## src/rtl/nlp_update_scheduler.sv

```systemverilog
// Next-line-predictor update scheduler: two producer FIFOs, backend-priority arbiter with IF3 anti-starvation.
// Optional build macro NLP_SCHED_COALESCE_EN enables in-place coalescing of same-PC updates.
module nlp_update_scheduler #(
    parameter int QDEPTH       = 4,
    parameter int PC_W         = 32,
    parameter int STARVE_LIMIT = 3
) (
    input  logic            clk,
    input  logic            rst,
    input  logic            if3_valid,
    input  logic [PC_W-1:0] if3_pc,
    input  logic [PC_W-1:0] if3_target,
    input  logic [1:0]      if3_bim,
    input  logic            if3_take,
    output logic            if3_ready,
    input  logic            be_valid,
    input  logic [PC_W-1:0] be_pc,
    input  logic [PC_W-1:0] be_target,
    input  logic [1:0]      be_bim,
    input  logic            be_take,
    output logic            be_ready,
    input  logic            flush_if3,
    output logic            upd_valid,
    output logic [PC_W-1:0] upd_pc,
    output logic [PC_W-1:0] upd_target,
    output logic [1:0]      upd_bim,
    output logic            upd_take,
    output logic            upd_src,
    input  logic            upd_ready,
    output logic [15:0]     drop_cnt
);
    localparam int CW = $clog2(QDEPTH + 1);
    localparam int PW = $clog2(QDEPTH);
    localparam int SW = $clog2(STARVE_LIMIT + 1);
    localparam logic [CW-1:0] FULL = CW'(QDEPTH);
    localparam logic [SW-1:0] SLIM = SW'(STARVE_LIMIT);

    typedef struct packed {
        logic [PC_W-1:0] pc;
        logic [PC_W-1:0] target;
        logic [1:0]      bim;
        logic            take;
    } entry_t;

    entry_t            if3_mem [QDEPTH];
    entry_t            be_mem  [QDEPTH];
    logic [QDEPTH-1:0] if3_live;
    logic [PW-1:0]     if3_rd, if3_wr, be_rd, be_wr;
    logic [CW-1:0]     if3_cnt, be_cnt;
    logic [SW-1:0]     starve;

    entry_t            if3_head, be_head, sel;
    logic              if3_push, be_push, if3_ne, if3_avail, be_ne;
    logic              grant_if3, hs, if3_gpop, be_pop, shadow, autodrop, if3_pop;
    logic              if3_hit, be_hit, if3_alloc, be_alloc;
    logic [PW-1:0]     if3_hit_idx, be_hit_idx;
    logic [QDEPTH-1:0] if3_kill;
    logic [CW:0]       drop_inc;
    logic [16:0]       drop_sum;

    function automatic logic [PW-1:0] slot(input logic [PW-1:0] base, input int unsigned i);
        return base + PW'(i);
    endfunction

    assign if3_ready = (if3_cnt != FULL);
    assign be_ready  = (be_cnt != FULL);
    assign if3_push  = if3_valid && if3_ready;
    assign be_push   = be_valid && be_ready;
    assign if3_head  = if3_mem[if3_rd];
    assign be_head   = be_mem[be_rd];

    // A dead (invalidated) IF3 head is never presented; it is retired silently as a drop.
    assign if3_ne    = (if3_cnt != '0);
    assign if3_avail = if3_ne && if3_live[if3_rd];
    assign autodrop  = if3_ne && !if3_live[if3_rd];
    assign be_ne     = (be_cnt != '0);

    assign grant_if3 = if3_avail && (!be_ne || starve == SLIM);
    assign upd_valid = be_ne || if3_avail;
    assign upd_src   = be_ne && !grant_if3;
    assign hs        = upd_valid && upd_ready;
    assign if3_gpop  = hs && grant_if3;
    assign be_pop    = hs && !grant_if3;
    assign shadow    = be_pop && if3_avail && (if3_head.pc == be_head.pc);
    assign if3_pop   = if3_gpop || shadow || autodrop;
    assign if3_alloc = if3_push && !if3_hit;
    assign be_alloc  = be_push && !be_hit;

    always_comb begin
        sel = '0;
        if (grant_if3)  sel = if3_head;
        else if (be_ne) sel = be_head;
        upd_pc     = sel.pc;
        upd_target = sel.target;
        upd_bim    = sel.bim;
        upd_take   = sel.take;
    end

`ifdef NLP_SCHED_COALESCE_EN
    // Scan oldest to youngest so the youngest match wins; an entry leaving this cycle is excluded.
    always_comb begin
        if3_hit     = 1'b0;
        if3_hit_idx = '0;
        be_hit      = 1'b0;
        be_hit_idx  = '0;
        if3_kill    = '0;
        for (int unsigned i = 0; i < QDEPTH; i++) begin
            if (CW'(i) < if3_cnt && !(i == 0 && if3_pop) && if3_live[slot(if3_rd, i)]) begin
                if (if3_mem[slot(if3_rd, i)].pc == if3_pc) begin
                    if3_hit     = 1'b1;
                    if3_hit_idx = slot(if3_rd, i);
                end
                if (be_push && if3_mem[slot(if3_rd, i)].pc == be_pc)
                    if3_kill[slot(if3_rd, i)] = 1'b1;
            end
            if (CW'(i) < be_cnt && !(i == 0 && be_pop) && be_mem[slot(be_rd, i)].pc == be_pc) begin
                be_hit     = 1'b1;
                be_hit_idx = slot(be_rd, i);
            end
        end
    end
`else
    always_comb begin
        if3_hit     = 1'b0;
        if3_hit_idx = '0;
        be_hit      = 1'b0;
        be_hit_idx  = '0;
        if3_kill    = '0;
    end
`endif

    always_ff @(posedge clk) begin
        if (rst || flush_if3) begin
            if3_cnt  <= '0;
            if3_rd   <= '0;
            if3_wr   <= '0;
            if3_live <= '0;
        end else begin
            if3_live <= if3_live & ~if3_kill;
            if (if3_alloc) begin
                if3_mem[if3_wr]  <= '{pc: if3_pc, target: if3_target, bim: if3_bim, take: if3_take};
                if3_live[if3_wr] <= 1'b1;
                if3_wr           <= if3_wr + 1'b1;
            end else if (if3_push) begin
                if3_mem[if3_hit_idx].target <= if3_target;
                if3_mem[if3_hit_idx].bim    <= if3_bim;
                if3_mem[if3_hit_idx].take   <= if3_take;
            end
            if (if3_pop) if3_rd <= if3_rd + 1'b1;
            if3_cnt <= if3_cnt + CW'(if3_alloc) - CW'(if3_pop);
        end
    end

    always_ff @(posedge clk) begin
        if (rst) begin
            be_cnt <= '0;
            be_rd  <= '0;
            be_wr  <= '0;
        end else begin
            if (be_alloc) begin
                be_mem[be_wr] <= '{pc: be_pc, target: be_target, bim: be_bim, take: be_take};
                be_wr         <= be_wr + 1'b1;
            end else if (be_push) begin
                be_mem[be_hit_idx].target <= be_target;
                be_mem[be_hit_idx].bim    <= be_bim;
                be_mem[be_hit_idx].take   <= be_take;
            end
            if (be_pop) be_rd <= be_rd + 1'b1;
            be_cnt <= be_cnt + CW'(be_alloc) - CW'(be_pop);
        end
    end

    always_ff @(posedge clk) begin
        if (rst || !if3_avail || if3_gpop) starve <= '0;
        else if (be_pop && starve != SLIM) starve <= starve + 1'b1;
    end

    // On flush every queued IF3 entry is dropped except a head completing its handshake.
    always_comb begin
        if (flush_if3)
            drop_inc = {1'b0, if3_cnt} - (CW+1)'(if3_gpop) + (CW+1)'(if3_push);
        else
            drop_inc = (CW+1)'(shadow) + (CW+1)'(autodrop);
        drop_sum = {1'b0, drop_cnt} + 17'(drop_inc);
    end

    always_ff @(posedge clk) begin
        if (rst)              drop_cnt <= '0;
        else if (drop_sum[16]) drop_cnt <= '1;
        else                  drop_cnt <= drop_sum[15:0];
    end
endmodule

```

## config.mk

```make
export PLATFORM = sky130hd
export DESIGN_NAME = nlp_update_scheduler
export DESIGN_NICKNAME = d
export VERILOG_FILES = /design/src/rtl/nlp_update_scheduler.sv
export SDC_FILE = /design/constraint.sdc
export NUM_CORES = 1
export LEC_CHECK = 0
export CAP_MARGIN = 20
export CORE_MARGIN = 2
export CORE_UTILIZATION = 35
export DETAILED_ROUTE_END_ITERATION = 12
export PLACE_DENSITY = 0.51
export SLEW_MARGIN = 20
export SYNTH_ARGS = -nofsm -noshare
export SYNTH_HDL_FRONTEND = slang
export SYNTH_SLANG_ARGS = --single-unit
```

## constraint.sdc

```tcl
create_clock -name clk -period 4.9 [get_ports clk]
set_clock_uncertainty 0.1 [all_clocks]
set_input_delay 0.735 -clock clk [delete_from_list [all_inputs] [get_ports clk]]
set_output_delay 0.735 -clock clk [all_outputs]
set_load 0.01 [all_outputs]
```

==> results.json, run 1 <==
{
  "status": "complete, no violations",
  "ant_nets": 0,
  "cts-root-buf": "clkbuf_16",
  "holdWs_ns": 0.352,
  "fin_crit_sh_pct": 95.0,
  "seq_area_frac_synth_pct": 74.6,
  "drc": 0,
  "maxSlewViolCount": 0,
  "end_kind": "flip-flop",
  "cts_buffers": 67,
  "num_vias": 11800,
  "cpPeakStageDelay_ns": 0.55,
  "h-tree-depth": 3,
  "grtUsageTotal_pct": 17.3,
  "cp_slowest_cell": "mux4_2",
  "gp_congestion": 0.786,
  "synth-xor-area-share_pct": 1.93,
  "cap_viol_max_count": 0,
  "rr_worst_depth": 20,
  "die_w_um": 258,
  "syn_inst": 1084,
  "cts_buffer_depth": 3,
  "syn-num-nets": 1250,
  "io_buffers": 226,
  "mostFrequentLayoutCells": "edfxtp_1 (536), clkdlybuf4s50_1 (226), mux4_2 (135)",
  "drt_pass1_iterations": 5,
  "synth-seq-cells": 576,
  "synth_top_family_by_area": "multiplexers",
  "timing.hold.worst.start": "if3_live[0]",
  "required_ns": 5.26,
  "hpwlAfterDp_mm": 37.1,
  "layout-drive-gt1-share_pct": 24.2,
  "core.rowCount": 93,
  "clkLatencyLatePin_ns": 0.59,
  "holdPathStages": 1,
  "start_util_pct": 35.3,
  "synthMuxAreaShare_pct": 13.5,
  "dieHeight_um": 258,
  "synth_compound_area_share_pct": 3.87,
  "start_kind": "flip-flop",
  "syn_to_final_growth_pct": 27.4,
  "synthArstFlopShare_pct": 0,
  "syn_area_mm2": 0.0227,
  "post-route-cell-area_mm2": 0.0289,
  "power.density_mw_per_mm2": 502,
  "hold_class": "reg2reg",
  "min_period_ns": 4.65,
  "final_common_cell": "edfxtp_1",
  "synthDistinctLibCells": 48,
  "max_freq_mhz": 215,
  "antenna_found_initial": 7,
  "crit_fanout": 8,
  "io_pins": 227,
  "crit_arrival_ns": 5.01,
  "placed_area_mm2": 0.0265,
  "r2r-end": "drop_cnt[14]",
  "wl_mm": 57.4,
  "synthAdderAreaFrac_pct": 1.57,
  "worst_slew_pin_slew_ns": 0.638,
  "rrSetupSlack_ns": 0.25,
  "hold_viol": 0,
  "critPathKind": "reg2reg",
  "synth.avg_cell_area_um2": 20.9,
  "drt_iter0_drc": 720,
  "core_area_mm2": 0.0642,
  "ir_drop_uv": 291,
  "crit_path_cell_trace": "buf_12 > mux4_2 > xor2_1 > nor4_2 > buf_4 > nand4_1 > nor4_2 > buf_4 > ha_1 > mux2_4 > ha_4 > inv_1 > fa_2 > nor2b_4 > o21ai_4 > a2111oi_4 > buf_4 > nand3_2 > nor3b_2 > nor3_1",
  "utilization_pct": 44.9,
  "tritoncts": "done",
  "via_per_inst": 5.07,
  "grt_overflow_total": 0,
  "drt-wirelength-per-cell_um": 24.7,
  "holdPathEnd": "if3_live[0]",
  "synthFlopType": "edfxtp_1",
  "cts_sinks": 576,
  "fp.dieArea_mm2": 0.0668,
  "first_global_vias": 12600,
  "synth_edf_count": 536,
  "leakagePower_uw": 0.00942,
  "grt_first_pass_wirelength_mm": 84.0,
  "grt_start_max_net_pins": 69,
  "clk_pin_slew_ns": 0.06,
  "yosys.area_share.simple_pct": 2.91,
  "crit_top_cell": "buf_4",
  "layout.nets": 1585,
  "diodes": 0,
  "max_slew_margin_pct": 57.5,
  "setup_viol": 0,
  "yosys_warnings": 0
}
## area by class of cell
type	instances	area [um^2]
fill	5566	35400
inverter	21	78.8
sequential	576	16900
tap	855	1070
clock buffer	84	1780
clock inverter	33	349
multi-input combinational	437	5530
timing repair buffer	316	3130
## layer usage
metal / up-vias / wire (um) / global-route usage, %
met3: 99 / 3380 / 3.86
li1: 5179 / - / -
met5: - / 93 / 0
met2: 314 / 28000 / 28.5
met4: 14 / 1180 / 4.96
met1: 6162 / 24700 / 23.1
## per-stage QoR
stage	cells	setup WS (ns)	total power (uW)	setup TNS, ns
floorplan	1084	0.446	7900	0
global placement	2196	-0.0501	9730	-0.0501
detailed placement	2196	-0.107	9730	-0.107
CTS	2313	0.00620	14700	0
global route	2322	-0.0269	15100	-0.0269
finish	2322	0.246	14500	0
## timing repair
| item | 4_1_cts | 5_1_grt |
|---|---|---|
| endpoints found under the setup margin | 2 | 15 |
| setup buffers | 0 | 9 |
| pin swaps | 2 | 12 |
| hold buffers | 0 | 0 |
| resized for setup | 3 | 23 |
## synth_stat cells (11+ instances only)
cell type  instances  area, um^2
and2_1            11        68.8
a22o_1            67         587
edfxtp_1         536       16100
mux4_2           135        3040
clkbuf_1          24        90.1
xnor2_1           21         184
dfxtp_1           40         801
inv_1             21        78.8
ha_1              22         275
nand2_1           15        56.3
nor2_1            23        86.3
xor2_1            27         236
a21oi_1           22         110
nor3_1            11        55.1
## critical path, delay by kind of cell (launching register included)
| family | cells | cell delay (ns) |
|---|---|---|
| xor gates and xnor gates | 1 | 0.21 |
| AOI/OAI and AO/OA | 2 | 0.46 |
| adders and majority gates | 3 | 0.62 |
| muxes | 2 | 0.70 |
| and+or+nand+nor | 7 | 1.24 |
| buffers and inverters | 5 | 0.74 |
| DFF | 1 | 0.43 |
## cell families (layout without fill, tap and decap cells)
| logic type | Yosys count | in the layout |
|---|---|---|
| buf+inv | 71 | 454 |
| fa+ha+maj | 26 | 26 |
| flops | 576 | 576 |
| mux | 137 | 137 |
| compound gates | 110 | 110 |
| simple gates | 115 | 115 |
| xor+xnor | 49 | 49 |
## registers in the layout (all words and copies together) (netlist names), named ones only
register and count:
starve 2, be_cnt 3, if3_wr 2, if3_live 4
be_mem 268, if3_rd 2, if3_mem 268, be_wr 2
drop_cnt 16, if3_cnt 3, be_rd 2
## worst max-delay path by stage
stage / endpoint / cells past startpoint
after floorplan: drop_cnt[13] / 20
after global placement: drop_cnt[14] / 20
after detailed placement: drop_cnt[14] / 20
after CTS: drop_cnt[14] / 20
after global routing: drop_cnt[14] / 21
final: drop_cnt[14] / 20
## where the power goes
group | internal [uW] | switching [uW]
combinational | 2010 | 1940
clock | 2900 | 1940
sequential | 5610 | 96.8
(Power assumes the default switching activity.)
==> run 2, diff against run 1 <==
Settings changed: SETUP_SLACK_MARGIN set to 0.3.
==> run 2 against run 1 <==
Critical path depth unchanged; power is 0.26% higher; combinational power up 1%; final cell count about the same; first-iteration DRC count shrank 6.0%; flip-flop and latch count unchanged; non-clock buffer count increased by 2; setup slack improved by 0.14 ns; largest power group unchanged.
==> results.json, run 2 (synthesis gave the netlist of run 1 again) <==
{
  "ir_drop_uv": 292,
  "start_util_pct": 35.3,
  "core.rowCount": 93,
  "clk_pin_slew_ns": 0.06,
  "cp_slowest_cell": "mux4_2",
  "gp_congestion": 0.786,
  "fin_crit_sh_pct": 92.1,
  "layout.nets": 1587,
  "grtUsageTotal_pct": 17.3,
  "cts_buffer_depth": 3,
  "start_kind": "flip-flop",
  "die_w_um": 258,
  "syn_to_final_growth_pct": 27.7,
  "antenna_found_initial": 7,
  "end_kind": "flip-flop",
  "leakagePower_uw": 0.00944,
  "rrSetupSlack_ns": 0.39,
  "crit_arrival_ns": 4.87,
  "fp.dieArea_mm2": 0.0668,
  "cap_viol_max_count": 0,
  "io_pins": 227,
  "layout-drive-gt1-share_pct": 24.8,
  "worst_slew_pin_slew_ns": 0.616,
  "hpwlAfterDp_mm": 37.1,
  "reg_top3": "be_mem: 268 flops, if3_mem: 268 flops, drop_cnt: 16 flops",
  "via_per_inst": 5.07,
  "clkLatencyLatePin_ns": 0.60,
  "hold_viol": 0,
  "final_common_cell": "edfxtp_1",
  "crit_path_cell_trace": "buf_12 > mux4_2 > xor2_2 > nor4_2 > buf_4 > nand4_1 > nor4_2 > buf_4 > ha_4 > mux2_4 > ha_4 > inv_2 > fa_2 > nor2b_4 > o21ai_2 > a2111oi_4 > buf_4 > nand3_1 > nor3b_2 > nor3_1",
  "grt_overflow_total": 0,
  "crit_fanout": 8,
  "wl_mm": 57.5,
  "cts_sinks": 576,
  "first_global_vias": 12600,
  "mostFrequentLayoutCells": "edfxtp_1 (536), clkdlybuf4s50_1 (226), mux4_2 (135)",
  "core_area_mm2": 0.0642,
  "required_ns": 5.26,
  "status": "complete, no violations",
  "grt_start_max_net_pins": 69,
  "dieHeight_um": 258,
  "holdBufCountCts": 0,
  "cpPeakStageDelay_ns": 0.56,
  "post-route-cell-area_mm2": 0.0289,
  "num_vias": 11800,
  "drt-wirelength-per-cell_um": 24.7,
  "tritoncts": "done",
  "max_freq_mhz": 222,
  "ant_nets": 0,
  "maxSlewViolCount": 0,
  "fin_setup_tns_ns": 0,
  "crit_family": "simple AND/OR/NAND/NOR gates",
  "drc": 0,
  "drt_iter0_drc": 677,
  "drt_pass1_iterations": 5,
  "critPathKind": "reg2reg",
  "finalPower_uw": 14500,
  "critPathBufInv": 5,
  "rsz0062_at_grt": "true",
  "h-tree-depth": 3,
  "diodes": 0,
  "placed_area_mm2": 0.0265,
  "power.density_mw_per_mm2": 502,
  "crit_top_cell": "buf_4",
  "grt_first_pass_wirelength_mm": 84.0,
  "io_buffers": 226,
  "min_period_ns": 4.51,
  "cts-root-buf": "clkbuf_16",
  "setup_viol": 0,
  "max_slew_margin_pct": 58.7,
  "hold_class": "reg2reg",
  "cts_buffers": 67
}
==> run 2: worst paths after layout <==
path | depth (start not counted) | start | to
max | 20 | flip-flop | drop_cnt[14]
min | 1 | if3_live[0] | if3_live[0]
max reg2reg | 20 | flip-flop | drop_cnt[14]
min reg2reg | 1 | if3_live[0] | if3_live[0]
==> run 2: through the flow <==
stage / setup slack (ns) / util, % / hold slack [ns] / std cells
after CTS: 0.285 / 44.8 / 0.353 / 2318
after global placement: -0.0501 / 41.3 / 0.328 / 2196
after floorplan: 0.446 / - / 0.321 / 1084
after detailed placement: -0.107 / 41.3 / 0.335 / 2196
after global routing: 0.135 / 45.0 / 0.373 / 2324
final: 0.386 / 45.0 / 0.350 / 2324
==> run 2: final cells by class <==
type	instances	area, um^2
well taps	855	1070
multi-input cells	437	5570
clock inverters	33	349
fillers	5545	35300
clock buffers	84	1780
repair buffers	318	3160
flip-flops and latches	576	16900
inverters	21	78.8
==> run 2: what timing repair did <==
item / 4_1_cts / 5_1_grt
setup endpoints to repair: 18 / 16
pin swaps: 3 / 12
buffers inserted: 5 / 6
resized for setup: 17 / 21
==> run 2: layer usage <==
layer / GRT usage, % / vias to the layer above / share of wire (%)
met4: 5.01 / 14 / 1.9
met3: 3.86 / 92 / 5.5
met1: 23.1 / 6202 / 43
met2: 28.5 / 298 / 49
li1: - / 5185 / -
met5: 0 / - / 0.16
==> run 2: where the power goes <==
| part | total (uW) | switching (uW) | internal, uW |
|---|---|---|---|
| Clock | 4850 | 1940 | 2900 |
| Sequential | 5710 | 98.1 | 5610 |
| Combinational | 3980 | 1950 | 2030 |
| Total | 14500 | 3990 | 10500 |
==> run 3, diff against run 2 <==
Settings changed: ABC_AREA set to 1.
==> run 3 against run 2 <==
Core utilization fell by 1.1 points; hold slack improved by 0.019 ns; via count rose by 41%; sequential share of layout area fell by 2.1 points; synthesized cell count rose by 94%; global-route usage rose by 2.5 points; power rose by 8.5%; maximum frequency rose by 4.0%; sequential power barely moved; final cell count rose by 41%; highest routed layer unchanged.
==> results.json, run 3 <==
{
  "start_kind": "flip-flop",
  "status": "complete, no violations",
  "cts_buffers": 67,
  "grt_overflow_total": 0,
  "io_buffers": 226,
  "num_vias": 16600,
  "utilization_pct": 43.9,
  "antenna_found_initial": 13,
  "synth.avg_cell_area_um2": 11.4,
  "end_kind": "output pin",
  "clk_pin_slew_ns": 0.05,
  "ant_nets": 0,
  "drt_pass1_iterations": 5,
  "dieHeight_um": 266,
  "min_period_ns": 4.34,
  "seq_area_frac_synth_pct": 70.3,
  "pwr-share-seq_pct": 36.3,
  "grtUsageTotal_pct": 19.8,
  "fp.dieArea_mm2": 0.0708,
  "synthDistinctLibCells": 33,
  "cts_buffer_depth": 3,
  "synthArstFlopShare_pct": 0,
  "mostFrequentLayoutCells": "edfxtp_1 (536), nand2_1 (514), clkdlybuf4s50_1 (226)",
  "first_global_vias": 16100,
  "ir_drop_uv": 276,
  "via_per_inst": 5.04,
  "synthFlopType": "edfxtp_1",
  "leakagePower_uw": 0.0110,
  "hold_class": "reg2reg",
  "synth.most_common_cell": "edfxtp_1",
  "final_common_cell": "edfxtp_1",
  "max_slew_margin_pct": 48.8,
  "clkLatencyLatePin_ns": 0.60,
  "fin_setup_tns_ns": 0,
  "holdBufCountCts": 0,
  "wl_mm": 71.2,
  "required_ns": 4.07,
  "finalPower_uw": 15800,
  "p_int_uw": 10300,
  "reg_top3": "be_mem: 268 flops, if3_mem: 268 flops, drop_cnt: 16 flops",
  "drc": 0,
  "crit_arrival_ns": 3.51,
  "cts_sinks": 576,
  "swShare_pct": 34.4,
  "synth.largest_area_cell": "edfxtp_1",
  "syn-num-nets": 2270,
  "max_freq_mhz": 230,
  "maxSlewViolCount": 0,
  "yosys_warnings": 0,
  "worst_slew_pin_slew_ns": 0.760,
  "rsz0062_at_grt": "true",
  "switchingPower_uw": 5430,
  "hold_viol": 0,
  "gp_congestion": 0.948,
  "h-tree-depth": 3,
  "drt_iter0_drc": 1251,
  "tritoncts": "done",
  "cap_viol_max_count": 0,
  "fin_crit_sh_pct": 88.6,
  "core.rowCount": 96,
  "grt_first_pass_wirelength_mm": 103,
  "synth_common_cells": "edfxtp_1 (536), nand2_1 (517), nor2_1 (202), o21ai_0 (176), inv_1 (138)",
  "layout-drive-gt1-share_pct": 7.99,
  "drt-wirelength-per-cell_um": 21.7,
  "power.density_mw_per_mm2": 526,
  "syn_inst": 2104,
  "start_util_pct": 35.2,
  "grt_start_max_net_pins": 82,
  "synth_edf_count": 536,
  "crit_fanout": 39,
  "cts-root-buf": "clkbuf_16",
  "hpwlAfterDp_mm": 47.0,
  "synth-seq-cells": 576,
  "critPathKind": "reg2out",
  "core_area_mm2": 0.0682,
  "die_w_um": 266,
  "syn_area_mm2": 0.0240,
  "netlist.area_leader.share_pct": 67.0,
  "io_pins": 227,
  "syn_to_final_growth_pct": 24.7,
  "synth_area_leaders": "edfxtp_1 (67%), nand2_1 (8.1%), o21ai_0 (3.7%)",
  "clkPwrFrac_pct": 29.7,
  "layout.nets": 2522,
  "setup_viol": 0,
  "p_comb_share_pct": 34.0
}
-- run 3: layout make-up --
| type | instances | area (um^2) |
|---|---|---|
| Fill cell | 6312 | 38300 |
| Sequential cell | 576 | 16900 |
| Multi-Input combinational cell | 1267 | 6140 |
| Timing Repair Buffer | 288 | 3190 |
| Clock buffer | 87 | 1770 |
| Tap cell | 882 | 1100 |
| Inverter | 156 | 601 |
| Clock inverter | 29 | 250 |
| Antenna cell | 3 | 7.51 |
-- run 3: final timing paths --
kind / startpoint / end / slack [ns] / cells after the start
min: if3_live[3] / if3_live[3] / 0.37 / 2
max: if3_rd[0] / upd_pc[21] / 0.56 / 11
min reg2reg: if3_live[3] / if3_live[3] / 0.37 / 2
max reg2reg: flip-flop / drop_cnt[10] / 0.76 / 23
-- run 3: logic make-up (layout without fill, tap and decap cells) --
logic type | count (synthesis) | after routing | synth area share [%]
other | 0 | 3 | 0
adders and majority gates | 26 | 26 | 1.48
buffers and inverters | 261 | 560 | 4.64
DFF | 576 | 576 | 70.3
and+or+nand+nor | 867 | 867 | 14.4
xor gates and xnor gates | 12 | 12 | 0.437
muxes | 1 | 1 | 0.0469
AOI/OAI and AO/OA | 361 | 361 | 8.65
-- run 3: repair_timing --
action / CTS / global route
gates resized for setup: 1 / 26
setup endpoints to repair: 3 / 16
gates cloned: 0 / 6
pin swaps: 0 / 3
setup buffers: 0 / 1
-- run 3: metrics by stage --
| step | std cells | hold WS [ns] | cell area (um^2) | setup WS [ns] |
|---|---|---|---|---|
| detailed placement | 3162 | 0.361 | 27700 | 0.267 |
| global route | 3286 | 0.409 | 30000 | 0.276 |
| CTS | 3278 | 0.376 | 29700 | 0.354 |
| global placement | 3162 | 0.361 | 27700 | 0.369 |
| floorplan | 2104 | 0.328 | 24000 | 0.130 |
| finish | 3288 | 0.370 | 30000 | 0.560 |
-- run 3: per-layer routing --
metal  GRT usage, %  vias to the layer above  part of all wire (%)
li1               -                     7884                     -
met1           24.1                     8109                    41
met2           33.4                      448                    49
met3           6.57                      116                   7.7
met4           5.78                       20                   2.6
met5              0                        -                  0.17
-- run 3: power groups by stage --
stage,registers (uW),clock network (uW),logic [uW]
detailed placement,5820,0,5240
global placement,5810,0,5230
finish,5730,4680,5360
floorplan,5820,0,2760
global route,5750,4980,5880
CTS,5720,4800,5280
-- run 3: critical path, cell delays in order, from the launching register on --
cell	delay, ns
dfxtp_1	0.34
inv_1	0.12
nand2_1	0.07
nand3_1	0.12
nand3_1	0.19
a21oi_4	0.16
buf_4	0.45
nor2_4	0.05
inv_1	0.26
buf_4	0.35
o22ai_1	0.24
clkdlybuf4s50_1	0.53
